[src/rtl/power_key_ctrl.sv]
// power_key_ctrl: receiving end of the raw power button. Synchronises and
// debounces the buttons, turns a short press into power-on and a long hold into
// power-off, and publishes machine_state plus one-cycle on/off strobes.
// Optional feature macro: POWER_GESTURE_EN adds debouncers on left_btn/right_btn
// and a left->right (power on) / right->left (power off) gesture sequencer.
module power_key_ctrl #(
  parameter logic [19:0] DEBOUNCE_CYCLES   = 20'd1_000_000,
  parameter logic [31:0] LONG_PRESS_CYCLES = 32'd300_000_000,
  parameter logic [31:0] GESTURE_WINDOW    = 32'd500_000_000
) (
  input  logic clk,
  input  logic reset,
  input  logic on_off_btn,
  input  logic left_btn,
  input  logic right_btn,
  output logic machine_state,
  output logic power_on_pulse,
  output logic power_off_pulse
);

  typedef enum logic [1:0] {
    OFF      = 2'd0,
    ON       = 2'd1,
    OFF_LOCK = 2'd2
  } state_t;

  localparam int DW = $clog2(DEBOUNCE_CYCLES) + 1;
  localparam int HW = $clog2(LONG_PRESS_CYCLES) + 1;
  localparam logic [DW-1:0] DB_LAST   = DW'(DEBOUNCE_CYCLES - 20'd1);
  localparam logic [HW-1:0] HOLD_LAST = HW'(LONG_PRESS_CYCLES - 32'd1);
  localparam logic [HW-1:0] HOLD_MAX  = HW'(LONG_PRESS_CYCLES);

`ifdef POWER_GESTURE_EN
  // Button index 0 = on_off, 1 = left, 2 = right
  localparam int NB = 3;
  localparam int WW = $clog2(GESTURE_WINDOW) + 1;
  localparam logic [WW-1:0] WIN_LAST = WW'(GESTURE_WINDOW - 32'd1);
`else
  localparam int NB = 1;
`endif

  logic [NB-1:0] raw;
  logic [NB-1:0] rise;
  logic          on_level;
  logic          on_sampled;

  state_t        state;
  logic [HW-1:0] hold_cnt;
  logic          press_ok;
  logic          hold_hit;
  logic          gest_fire;
  logic          power_up;
  logic          power_down_lock;
  logic          power_down_gest;

`ifdef POWER_GESTURE_EN
  logic          gest_armed;
  logic [WW-1:0] win_cnt;
  logic          arm_rise;
  logic          done_rise;

  assign raw = {right_btn, left_btn, on_off_btn};
`else
  logic unused_side;

  assign raw         = on_off_btn;
  assign unused_side = ^{left_btn, right_btn, GESTURE_WINDOW};
`endif

  genvar gi;
  generate
    for (gi = 0; gi < NB; gi++) begin : g_btn
      logic          s1;
      logic          s2;
      logic          lvl;
      logic          lvl_d;
      logic [DW-1:0] cnt;

      // Two-flop synchroniser, left out of reset so it keeps tracking the pin
      always_ff @(posedge clk) begin
        s1 <= raw[gi];
        s2 <= s1;
      end

      // Debouncer: flip the accepted level after DEBOUNCE_CYCLES differing samples
      always_ff @(posedge clk) begin
        if (reset) begin
          lvl   <= 1'b0;
          lvl_d <= 1'b0;
          cnt   <= '0;
        end else begin
          lvl_d <= lvl;
          if (s2 == lvl) begin
            cnt <= '0;
          end else if (cnt == DB_LAST) begin
            lvl <= s2;
            cnt <= '0;
          end else begin
            cnt <= cnt + DW'(1);
          end
        end
      end

      assign rise[gi] = lvl & ~lvl_d;
    end
  endgenerate

  assign on_level   = g_btn[0].lvl;
  assign on_sampled = g_btn[0].s2;

`ifdef POWER_GESTURE_EN
  // The arming button is left while off and right while on; the other one completes
  assign arm_rise  = (state == ON) ? rise[2] : rise[1];
  assign done_rise = (state == ON) ? rise[1] : rise[2];
  assign gest_fire = gest_armed && done_rise && !arm_rise && (state != OFF_LOCK);
`else
  assign gest_fire = 1'b0;
`endif

  // press_ok blocks a button still held across reset from powering on
  assign hold_hit        = on_level && (hold_cnt == HOLD_LAST);
  assign power_up        = (state == OFF) && ((rise[0] && press_ok) || gest_fire);
  assign power_down_lock = (state == ON) && hold_hit;
  assign power_down_gest = (state == ON) && !hold_hit && gest_fire;

  // Power FSM with registered outputs, hold timer and gesture window
  always_ff @(posedge clk) begin
    if (reset) begin
      state           <= OFF;
      machine_state   <= 1'b0;
      power_on_pulse  <= 1'b0;
      power_off_pulse <= 1'b0;
      hold_cnt        <= '0;
      press_ok        <= 1'b0;
`ifdef POWER_GESTURE_EN
      gest_armed      <= 1'b0;
      win_cnt         <= '0;
`endif
    end else begin
      power_on_pulse  <= 1'b0;
      power_off_pulse <= 1'b0;

      if (!on_level) begin
        hold_cnt <= '0;
      end else if (hold_cnt != HOLD_MAX) begin
        hold_cnt <= hold_cnt + HW'(1);
      end

      if (!on_sampled) begin
        press_ok <= 1'b1;
      end

`ifdef POWER_GESTURE_EN
      if (power_up || power_down_lock || power_down_gest || (state == OFF_LOCK) ||
          (arm_rise && done_rise)) begin
        gest_armed <= 1'b0;
      end else if (arm_rise) begin
        gest_armed <= 1'b1;
        win_cnt    <= '0;
      end else if (gest_armed) begin
        if (win_cnt == WIN_LAST) begin
          gest_armed <= 1'b0;
        end else begin
          win_cnt <= win_cnt + WW'(1);
        end
      end
`endif

      case (state)
        OFF: begin
          if (power_up) begin
            state          <= ON;
            machine_state  <= 1'b1;
            power_on_pulse <= 1'b1;
          end
        end
        ON: begin
          if (power_down_lock) begin
            state           <= OFF_LOCK;
            machine_state   <= 1'b0;
            power_off_pulse <= 1'b1;
          end else if (power_down_gest) begin
            state           <= OFF;
            machine_state   <= 1'b0;
            power_off_pulse <= 1'b1;
          end
        end
        OFF_LOCK: begin
          if (!on_level) begin
            state <= OFF;
          end
        end
        default: begin
          state         <= OFF;
          machine_state <= 1'b0;
        end
      endcase
    end
  end

endmodule

[config.mk]
export PLATFORM = sky130hd
export DESIGN_NAME = power_key_ctrl
export DESIGN_NICKNAME = d
export VERILOG_FILES = /design/src/rtl/power_key_ctrl.sv
export SDC_FILE = /design/constraint.sdc
export NUM_CORES = 1
export LEC_CHECK = 0
export ABC_CLOCK_PERIOD_IN_PS = 2400
export CORE_UTILIZATION = 55
export DETAILED_ROUTE_END_ITERATION = 12
export DONT_BUFFER_PORTS = 1
export GPL_TIMING_DRIVEN = 0
export PLACE_DENSITY = 0.79
export SLEW_MARGIN = 20
export SYNTH_ARGS = -nofsm -noshare
export SYNTH_HDL_FRONTEND = slang
export SYNTH_SLANG_ARGS = --single-unit
[constraint.sdc]
create_clock -name clk -period 2.4 [get_ports clk]
set_clock_uncertainty 0.1 [all_clocks]
set_input_delay 0.48 -clock clk [delete_from_list [all_inputs] [get_ports clk]]
set_output_delay 0.48 -clock clk [all_outputs]
set_load 0.05 [all_outputs]
==> reports/results.txt, run 1 <==
The placement row count came out at 25. A synthesized cell averages 8.67 um2. Ranked by total cell area, the synthesized netlist is headed by sky130_fd_sc_hd__dfxtp_1, sky130_fd_sc_hd__a21oi_1, sky130_fd_sc_hd__or4_1. Measured along the y axis, the die boundary spans 73.2 um. The sum of buffers and inverters on the critical path is 1.

The share of the Yosys chip area taken by registers is 43.7%. Setup repair after global routing left no endpoint under its margin. The clock transition at the registers of the reported paths works out to 0.07 ns. The final hold violation count is 0, and the final weighted congestion of routability-driven global placement is 0.850. The mux contribution to synthesized area is 0.359%, and the period utilization is 95.6%.

The number of nets handed over by synthesis was 330. TritonCTS built the clock tree. Across the VDD grid, the largest voltage drop is 545 uV. The net count of the finished layout is 341. For this run, the number of Yosys warnings is 0. In this run the worst path has a maximum fanout of 5.

Synthesis produced 322 cells. The logs give 2194 for the number of global-route vias before repair and 37 for the count of cell types in the netlist. Once placement finished, the instance area stood at 2880 um2. The level count of the clock H-tree was 3. The flow ran to the end, and the final reports show no timing, DRC or antenna violations.

The first routing iteration left 98 violations. The run gives 0.35 ns as the clock network latency to the later pin of the worst-skew pair. The min-delay analysis places its worst path in the category primary input to flop. The type of origin of the critical path is a flop. STA puts the critical path data arrival time at 2.47 ns. The run gives 436 MHz as the peak clock frequency supported by timing.

Of all cell types, the one taking the most synthesized area is sky130_fd_sc_hd__dfxtp_1. The logs give 4 for the number of detailed-routing iterations run before antenna repair and 2790 um2 for the netlist area before placement. From left edge to right edge, the die measures 73.2 um.

STA puts the critical path data required time at 2.57 ns. Setup violations remaining at the end of the flow were counted as 0. STA classifies the critical path endpoint as a flop. The register bit total from synthesis is 61. The dominant combinational cell family by area after synthesis was simple AND/OR/NAND/NOR gates.

Global routing finished with a remaining overflow of 0. In this run the standard cell core region covers 4820 um2. In the final layout, the share of cells above drive strength 1 is 7.69%. The power per unit of standard cell area is 656 nW/um2, and the worst stage delay on the critical path is 0.60 ns. Slack of the worst reg-to-reg path: 0.10 ns. The post-layout minimum cycle time works out to 2.30 ns. After detailed routing, the number of vias per cell comes to 5.91. The category of cells accounting for the largest share of critical-path delay is simple AND/OR/NAND/NOR gates. The number of gates resized after CTS was 0. Of the total synthesized cell area, the portion taken by XOR and XNOR cells is 7.22%. The leakage power is 0.920 nW. The worst setup path is of the flop to flop kind. The number of top-level design ports is 8, and the area added between synthesis and finish is 11.1%. The tools report the wire length of the first global-routing pass as 9630 um. The tools report the hold buffer count at CTS as 0. Number of clock sinks: 61. Number of buffers added by the clock tree synthesis step: 9. The fraction of the mapped netlist area in adder cells is 1.34%, and the detailed-route wire length per cell is 14.1 um. The tools report the count of final max-slew check failures as 0.

Entering global routing, the biggest net connects 13 pins. Clock tree synthesis selected as its root buffer the cell sky130_fd_sc_hd__clkbuf_8. The number of antenna-violating nets in the routed design is 0. The area of all placed cells without fillers was 3100 um2; the tightest slew margin relative to the limit was 64.9%. At the pin with the least slew margin, the transition time is 0.527 ns. The simple-gate share of the synthesized area works out to 31.7%. The fraction of the mapped netlist area in compound gates is 12.4%. The tool flagged a number of max-cap violations equal to 0. The initial cell density of the core is 57.9%. Port buffering added 0 buffers. The number of antenna diodes was 0. The area fraction of the dominant cell type after synthesis was 43.7%. The logs give 23.7% for the overall track demand over capacity in global routing and 4050 um for the detailed placer's ending HPWL. The routed design has 5730 um of wire. The longest clock path from root to sink contains 2 buffers. The final-layout setup total negative slack is 0 ns, and the die area is 5360 um2.

Initial antenna violation count: 0. Traced cell by cell, the critical path runs through inv_1 -> ha_1 -> or4b_2 -> or4_1 -> o21ai_1 -> mux2i_1. The slowest stage of the critical path belongs to the cell sky130_fd_sc_hd__or4b_2.

Buffers added to address setup during post-CTS repair amount to 0. After detailed routing, the number of remaining DRC violations is 0. The number of vias after detailed routing is 2393.
Yosys cell counts:
master,count
sky130_fd_sc_hd__a21oi_1,30
sky130_fd_sc_hd__a31o_2,1
sky130_fd_sc_hd__and3_1,4
sky130_fd_sc_hd__and4_1,9
sky130_fd_sc_hd__buf_2,2
sky130_fd_sc_hd__buf_6,1
sky130_fd_sc_hd__clkbuf_1,9
sky130_fd_sc_hd__dfxtp_1,61
sky130_fd_sc_hd__ha_1,3
sky130_fd_sc_hd__inv_1,9
sky130_fd_sc_hd__mux2i_1,1
sky130_fd_sc_hd__nand2_1,19
sky130_fd_sc_hd__nand2b_1,3
sky130_fd_sc_hd__nand3_1,19
sky130_fd_sc_hd__nand3b_1,1
sky130_fd_sc_hd__nand4_1,12
sky130_fd_sc_hd__nand4_2,1
sky130_fd_sc_hd__nand4b_1,2
sky130_fd_sc_hd__nor2_1,29
sky130_fd_sc_hd__nor2b_1,1
sky130_fd_sc_hd__nor3_1,8
sky130_fd_sc_hd__nor3b_1,1
sky130_fd_sc_hd__nor4_1,5
sky130_fd_sc_hd__nor4b_1,2
sky130_fd_sc_hd__nor4bb_1,1
sky130_fd_sc_hd__o21a_1,1
sky130_fd_sc_hd__o21ai_0,13
sky130_fd_sc_hd__o21ai_1,2
sky130_fd_sc_hd__o31ai_1,14
sky130_fd_sc_hd__or3_1,10
sky130_fd_sc_hd__or3b_2,1
sky130_fd_sc_hd__or4_1,20
sky130_fd_sc_hd__or4_4,1
sky130_fd_sc_hd__or4b_1,1
sky130_fd_sc_hd__or4b_2,2
sky130_fd_sc_hd__xnor2_1,11
sky130_fd_sc_hd__xor2_1,12
per-stage QoR:
step | util [%] | setup slack, ns | total power [mW] | hold slack [ns] | cells
final | 64.4 | 0.105 | 2.04 | 0.0546 | 405
after detailed placement | 59.7 | 0.111 | 1.06 | 0.224 | 389
after CTS | 64.3 | 0.0985 | 2.06 | 0.0437 | 405
after floorplan | - | 0.258 | 1.05 | 0.210 | 322
after global placement | 59.7 | 0.171 | 1.06 | 0.224 | 389
after global routing | 64.4 | 0.00822 | 2.11 | 0.0345 | 405
placed cells by master, fill, tap and decap left out, types with 2 or more instances in the layout:
cell type / n
sky130_fd_sc_hd__clkinv_4: 4
sky130_fd_sc_hd__and3_1: 4
sky130_fd_sc_hd__xnor2_1: 11
sky130_fd_sc_hd__clkbuf_8: 9
sky130_fd_sc_hd__dfxtp_1: 61
sky130_fd_sc_hd__and4_1: 9
sky130_fd_sc_hd__buf_2: 2
sky130_fd_sc_hd__nand4_1: 12
sky130_fd_sc_hd__nor2_1: 29
sky130_fd_sc_hd__o31ai_1: 14
sky130_fd_sc_hd__nand2_1: 19
sky130_fd_sc_hd__bufinv_16: 2
sky130_fd_sc_hd__inv_1: 9
sky130_fd_sc_hd__clkbuf_1: 8
sky130_fd_sc_hd__or4_1: 20
sky130_fd_sc_hd__xor2_1: 12
sky130_fd_sc_hd__nand2b_1: 3
sky130_fd_sc_hd__ha_1: 3
sky130_fd_sc_hd__or3_1: 10
sky130_fd_sc_hd__nand3_1: 19
sky130_fd_sc_hd__nor4b_1: 2
sky130_fd_sc_hd__o21ai_1: 2
sky130_fd_sc_hd__or4b_2: 2
sky130_fd_sc_hd__nor3_1: 8
sky130_fd_sc_hd__a21oi_1: 30
sky130_fd_sc_hd__o21ai_0: 13
sky130_fd_sc_hd__nor4_1: 5
sky130_fd_sc_hd__nand4b_1: 2
cells by family after synthesis:
kind of cell	count (synthesis)
fa+ha+maj	3
buf+inv	21
flops	61
compound gates	61
simple gates	152
xor+xnor	23
mux	1
per-layer routing:
metal	vias up	global-route usage [%]	share of wire, %
met2	30	41.4	52
met1	1131	26.2	44
li1	1223	-	-
met4	0	8.50	1.7
met3	9	8.70	2.9
met5	-	0	0
report_power, final:
group,switching [mW],internal [mW]
Sequential,0.00354,1.02
Combinational,0.00911,0.00486
Clock,0.413,0.588
Total,0.425,1.61
registers in the layout, summed over array words and instances, names as in the netlist:
name and count:
g_btn.cnt 21, g_btn.lvl 1, g_btn.lvl_d 1, g_btn.s1 1, g_btn.s2 1, hold_cnt 30, machine_state 1, power_off_pulse 1
power_on_pulse 1, press_ok 1, state 2
layout make-up:
cell class,instances,area (um2)
clock inverter,7,100
inverter,9,33.8
sequential,61,1220
fill,422,1720
tap,67,83.8
buffer,12,56.3
multi-input combinational,240,1480
clock buffer,9,124
path summary, 6_finish.rpt:
path | start | to | cells past startpoint
max | hold_cnt[0] | hold_cnt[2] | 6
max reg2reg | hold_cnt[0] | hold_cnt[2] | 6
min | on_off_btn | g_btn[0].s1 | 0
min reg2reg | g_btn[0].s1 | g_btn[0].s2 | 0
worst reg2reg max path, cell delays in order (launching register included):
cell,delay (ns)
sky130_fd_sc_hd__dfxtp_1,0.34
sky130_fd_sc_hd__inv_1,0.09
sky130_fd_sc_hd__ha_1,0.15
sky130_fd_sc_hd__or4b_2,0.60
sky130_fd_sc_hd__or4_1,0.59
sky130_fd_sc_hd__o21ai_1,0.18
sky130_fd_sc_hd__mux2i_1,0.19
No activity file was read; power rests on OpenSTA's default activity.
==> run 2: changes to the inputs <==
- ABC_CLOCK_PERIOD_IN_PS: 2400 -> 2700
- GPL_TIMING_DRIVEN: 0 -> 1
- clock period: 2.4 -> 2.7 ns (I/O delays scaled with it)
==> reports/results.txt, run 2 (synthesis results as in run 1) <==
The area added between synthesis and finish is 11.8%. The peak clock frequency supported by timing is 441 MHz. 0 antenna diodes ended up in the layout. Worst-path maximum fanout: 5. The logs give 0.33 ns for the clock network latency to the later pin of the worst-skew pair and 1.99 mW for the overall power. Headroom to the max-slew limit came out at 65.2%. The worst path needs 2.27 ns of the cycle, external delays included. The top cell types in the final layout, fill and taps aside, are sky130_fd_sc_hd__dfxtp_1, sky130_fd_sc_hd__a21oi_1, sky130_fd_sc_hd__nor2_1.

In the final layout, the share of cells above drive strength 1 is 7.88%. The signal on the critical path passes through inv_1 -> ha_1 -> or4b_2 -> or4_1 -> o21ai_1 -> mux2i_1. The run gives 0 as the final hold violation count. In the routed layout, each cell is associated on average with a via count of 5.91. The finished cells cover 3120 um2. The run finished with clean final reports. In this design, the largest share of critical-path delay is due to simple AND/OR/NAND/NOR gates. The number of top-level design ports is 8.

In this run the post-CTS setup repair buffer count came out at 0. For the area occupied by multi-input gates, the log shows 1480 um2. Port buffering added 0 buffers. In the final design database the tool counted 333 nets. More flip-flops sit in one register than any other, and that register is hold_cnt. The number of inserted filler cells in the final layout is 409, and the detailed placer's ending HPWL is 3700 um. For the met2 routing resource usage after global routing, the log shows 42.1%. The logs give 6.77% for the global-route track usage on met3 and 0 for the initial antenna violation count. The tools report the die area as 5360 um2.

Path type of the worst min-delay path: primary input to flop. The number of buffers added by the clock tree synthesis step was 9. The post-cts gate resize count was 0; the number of flip-flops in the largest register was 30. The floorplan has 25 rows. The logs give 0.933 nW for the leakage power and 0.796 for the final weighted congestion of routability-driven global placement. The critical path class is flop to flop. In the final layout, the registers with the most flip-flops are hold_cnt (30), g_btn.cnt (21), state (2). For this block, the via count after detailed routing is 2345.

The height of the die was 73.2 um. The tools report the CTS root buffer as sky130_fd_sc_hd__clkbuf_8. For this run, the slowest stage of the critical path takes 0.60 ns. In the global route stage, overall resource usage came out at 23.7%.

The power per unit of standard cell area is 639 nW/um2. After global routing, the most crowded layer is met2. The kind of end point of the critical path was a flop.

Critical path data required time: 2.86 ns. The measured slew at the worst slew-check pin came out at 0.522 ns. The worst setup path is launched from a flop.

The run gives 0.43 ns as the slack of the worst reg-to-reg path. The tools report the global routing usage on met1 as 26.6%. Largest net degree at the start of global routing: 32. Data on the critical path arrives at its endpoint at 2.43 ns. Clock transition at the registers of the reported paths: 0.07 ns.

The first global-routing pass estimated 9830 um of wire. The H-tree generated during clock tree synthesis spans 3 levels. Most frequent standard cell in the layout excluding fill and tap cells: sky130_fd_sc_hd__dfxtp_1. In the final routed layout, each cell accounts on average for 14.1 um.

For this configuration, the core starts out at a cell density of 57.9%. For this run, design rule violations remaining after detail routing come to 0. The number of global-route vias before repair is 2263, and the total area of sequential cells is 1220 um2. The tools report the first-iteration detailed-routing DRC count as 85.

The reported max-cap violation count is 0. The period utilization came out at 84.1%. For this design, the slowest cell found on the critical path is sky130_fd_sc_hd__or4b_2. The worst hold-check slack was 0.129 ns.

IR analysis of the VDD net gives a maximum drop of 491 uV. After routing, the total negative slack on setup checks comes to 0 ns. The sum of buffers and inverters on the critical path was 1.

Setup violations remaining at the end of the flow were counted as 0. Setup repair after global routing left no endpoint under its margin. The count of final max-slew check failures was 0.

For the routed wire length, the log shows 5600 um. Clock tree synthesis found a total of 61 sinks. After floorplanning, the core was sized to cover 4820 um2.

In this run the remaining antenna-violating nets after routing total 0. The hold buffer count at CTS was 0. TritonCTS built the clock tree. The first detailed-routing pass ran for 4 iterations. In this run the deepest clock path goes through 2 buffers. Summing all placed instances gives a cell area of 2850 um2.

After global routing the overflow that remains totals 0. The die is 73.2 um wide.
## run 2: changes by cell type in the layout (fill, tap and decap cells not counted)
cell / change
sky130_fd_sc_hd__buf_2: -2
sky130_fd_sc_hd__buf_4: +4
sky130_fd_sc_hd__buf_6: -1
sky130_fd_sc_hd__bufinv_16: +2
sky130_fd_sc_hd__clkbuf_1: -8
sky130_fd_sc_hd__clkbuf_2: -1
sky130_fd_sc_hd__clkinv_2: -1
sky130_fd_sc_hd__clkinv_4: -2
sky130_fd_sc_hd__inv_6: +1
## run 2: metal layers
metal | up-vias | part of all wire (%)
met5 | - | 0
met4 | 0 | 0.91
met3 | 6 | 2.2
met2 | 30 | 52
met1 | 1099 | 45
li1 | 1210 | -
## run 2: layout make-up
class                           instances  share of cell area, %
Timing Repair Buffer                    4                  0.962
Tap cell                               67                   2.69
Sequential cell                        61                   39.1
Inverter                                9                   1.08
Clock inverter                          7                   4.69
Multi-Input combinational cell        240                   47.5
Clock buffer                            9                   3.97
## run 2: final timing paths
| check | from | endpoint | depth (start not counted) |
|---|---|---|---|
| max reg2reg | hold_cnt[0] | hold_cnt[2] | 6 |
| min | on_off_btn | g_btn[0].s1 | 0 |
| min reg2reg | g_btn[0].s1 | g_btn[0].s2 | 0 |
| max | hold_cnt[0] | hold_cnt[2] | 6 |
## run 2: through the flow
stage | util (%) | cells | setup WS (ns)
2_1_floorplan | - | 322 | 0.558
3_3_place_gp | 59.2 | 381 | 0.478
3_5_place_dp | 59.2 | 381 | 0.441
4_1_cts | 64.8 | 397 | 0.422
5_1_grt | 64.8 | 397 | 0.276
6_report | 64.8 | 397 | 0.430
## run 2: where the power goes
part	switching, mW	total, mW	internal, mW
Combinational	0.00748	0.0116	0.00412
Sequential	0.00311	0.907	0.904
Clock	0.363	1.08	0.713
==> run 3: changes to the inputs <==
- ABC_AREA: not set -> 1
- ABC_CLOCK_PERIOD_IN_PS: 2700 -> 2100
- clock period: 2.7 -> 2.1 ns (I/O delays scaled with it)
==> reports/results.txt, run 3 <==
The type of origin of the critical path is a flop. Once detail routing completed, the nets flagged for antenna violations numbered 0. The longest clock path from root to sink contains 2 buffers.

The die covers 6230 um2. The most frequent standard cell in the layout excluding fill and tap cells was sky130_fd_sc_hd__nand2_1. The logs give 58.1% for the initial cell density of the core and 8 for the number of top-level design ports. The logs give 61 for the number of clock sinks and 5210 um for the detailed placer's ending HPWL.

Adding up every negative setup slack in the final design gives 0 ns. The flow ran to the end, and the final reports show no timing, DRC or antenna violations. The worst path in the final design needs a cycle of 1.75 ns, including I/O delays and setup. For this design the static power due to leakage is 1.13 nW.

The count of cell types in the netlist was 33; the area added between synthesis and finish was 8.07%. The data arrival time of the critical path was 1.87 ns; the first-iteration detailed-routing DRC count was 150. Headroom to the max-slew limit came out at 60.5%.

For the pin with the worst max-slew slack, the measured transition is 0.592 ns. Wires add up to 7120 um. The synthesized instance count came out at 484. The commonest cells after synthesis are sky130_fd_sc_hd__nand2_1, sky130_fd_sc_hd__nor2_1, sky130_fd_sc_hd__inv_1.

The tools report the slack of the worst reg-to-reg path as 0.35 ns. The wire length of the first global-routing pass is 12300 um, and the area fraction of the dominant cell type after synthesis is 37.5%. Static timing analysis puts the maximum clock frequency at 571 MHz. Setup violations remaining at the end of the flow were counted as 0. For this run the aggregate overflow at the end of global routing stands at 0. At the end of routability-driven placement, the weighted congestion stood at 0.920. The run gives 0 as the number of warnings printed during yosys synthesis. In the post-synthesis netlist, the biggest area contributors are sky130_fd_sc_hd__dfxtp_1, sky130_fd_sc_hd__nand2_1, sky130_fd_sc_hd__nor2_1. The worst-path maximum fanout is 18. 0 antenna diodes ended up in the layout.

Leaving out fill and tap cells, the most frequent cells in the layout are sky130_fd_sc_hd__nand2_1, sky130_fd_sc_hd__nor2_1, sky130_fd_sc_hd__inv_1. The overall track demand over capacity in global routing came out at 25.6%. The tools report the number of global-route vias before repair as 2840. Largest register by flop count: hold_cnt. Counting every net in the synthesized netlist gives 492.

Registers take 1220 um2. In this run, synthesis produced a sequential element count of 61. The largest registers in the layout are hold_cnt (30), g_btn.cnt (21), state (2). After the last flow step, the layout net total stands at 501. The number of buffer cells added on primary ports came out at 0. From left edge to right edge, the die measures 79.0 um. The height of the die came out at 79.0 um. The number of placed instances, taps included, is 553.

In the final layout, the share of cells above drive strength 1 is 10.5%. TritonCTS built the clock tree. In this run the worst hold path is classified as primary input to flop. Fill cells in the final layout number 523. The tools report the portion of the post-synthesis area used by sequential elements as 37.5%. Counting flops with an async set or reset pin after synthesis yields a share of 0%. For the number of vias after detailed routing, the log shows 3031.

Counting the buffers created by CTS gives 9. The placement row count came out at 27. Main flop type after synthesis: sky130_fd_sc_hd__dfxtp_1.

For the worst-skew pair, the clock arrives at the later sink with an insertion delay of 0.34 ns. The mean number of vias per cell is 5.33, and the period utilization is 83.5%. The multi-input combinational cells in the finished layout cover a total of 1740 um2.

The largest total area in the synthesized netlist belongs to sky130_fd_sc_hd__dfxtp_1. The initial antenna violation count was 0; the number of detailed-routing iterations run before antenna repair was 4. The clock transition at the registers of the reported paths is 0.07 ns. Kind of end point of the critical path: a flop.

The critical path class was flop to flop. The cell area that synthesis handed to floorplanning was 3260 um2. After detailed routing, the number of remaining DRC violations is 0. Hold timing on the final database bottoms out at a slack of 0.0390 ns. Entering global routing, the biggest net connects 19 pins. The root buffer cell chosen for the clock tree is sky130_fd_sc_hd__clkbuf_8. The number of enable-type register cells in the synthesized netlist is 0, and the area inside the core boundary is 5610 um2. In the final routed layout, each cell accounts on average for 12.5 um. For the filler-free cell count of the finished design, the log shows 569. Yosys instantiated no cell more often than sky130_fd_sc_hd__nand2_1. The register with the most flip-flops in the layout has 30 of them. The number of gates resized after CTS was 0. The run gives 401 uV as the worst supply voltage drop on vdd.

Max-cap violations in this run came to 0. The H-tree was split into 3 levels. The logs give 0 for the count of final max-slew check failures and 2.22 ns for the critical path data required time.

The power per unit of standard cell area was 629 nW/um2; the final hold violation count was 0. Synthesized area per cell: 6.73 um2. Setup repair after global routing left no endpoint under its margin.
==> run 3: cell types whose count changed after synthesis, sizes merged, moves of 11 or more <==
cell / delta
o31ai: -14
xnor2: -11
nand2: +98
nor2: +59
inv: +60
nor3: +18
or4: -21
nand3: +11
==> run 3: final cells by class <==
type / instances / share of cell area, %
repair buffers: 2 / 0.498
well taps: 72 / 2.56
clock inverters: 4 / 1.39
multi-input cells: 350 / 49.5
inverters: 69 / 7.36
flip-flops and latches: 61 / 34.7
clock buffers: 11 / 4.02
==> run 3: cell families (layout without fill, tap and decap cells) <==
kind of cell | count (synthesis) | count (layout) | share of synthesized area [%]
AOI/OAI and AO/OA | 56 | 56 | 9.45
DFF | 61 | 61 | 37.5
buffers and inverters | 73 | 86 | 9.03
adders and majority gates | 3 | 3 | 1.15
and+or+nand+nor | 284 | 284 | 41.0
xor gates and xnor gates | 7 | 7 | 1.88
==> run 3: worst max-delay path, cell delays in order (launching register included) <==
cell and delay (ns):
sky130_fd_sc_hd__dfxtp_1 0.37, sky130_fd_sc_hd__ha_1 0.28, sky130_fd_sc_hd__nand2_2 0.12, sky130_fd_sc_hd__nor2_4 0.18, sky130_fd_sc_hd__nand4_2 0.22, sky130_fd_sc_hd__nand2_4 0.28
sky130_fd_sc_hd__nor3_1 0.08
==> run 3: what timing repair did <==
action / CTS / global route
hold endpoints to repair: 1 / 0
buffers inserted: 0 / 0
hold buffers: 1 / 0
==> run 3: through the flow <==
stage	total power, mW	setup slack (ns)	util, %	cell area, um2
2_1_floorplan	1.21	0.547	-	3260
3_3_place_gp	1.21	0.375	59.2	3320
3_5_place_dp	1.21	0.341	59.2	3320
4_1_cts	2.23	0.333	62.8	3520
5_1_grt	2.30	0.196	62.8	3520
6_report	2.21	0.347	62.8	3520
==> run 3: path summary, 6_finish.rpt <==
check	start	to	depth (start not counted)
max reg2reg	g_btn[0].cnt[0]	g_btn[0].cnt[2]	6
min	reset	press_ok	1
max	g_btn[0].cnt[0]	g_btn[0].cnt[2]	6
min reg2reg	g_btn[0].s1	g_btn[0].s2	0
==> run 3: power by group <==
part           leakage, nW  internal (mW)  total (mW)  switching (mW)
Combinational        0.535        0.00636      0.0199          0.0136
Clock               0.0992          0.572        1.03           0.456
Sequential           0.492           1.16        1.17         0.00342
Total                 1.13           1.74        2.21           0.473
==> run 3: routing by layer <==
metal / part of all wire [%] / wire, um / GRT usage (%) / up-vias
met5: 0 / 0 / 0 / -
met1: 44 / 3160 / 28.9 / 1397
met4: 2.4 / 170 / 13.3 / 0
met2: 50 / 3540 / 44.3 / 54
li1: - / - / - / 1565
met3: 3.4 / 242 / 6.67 / 15
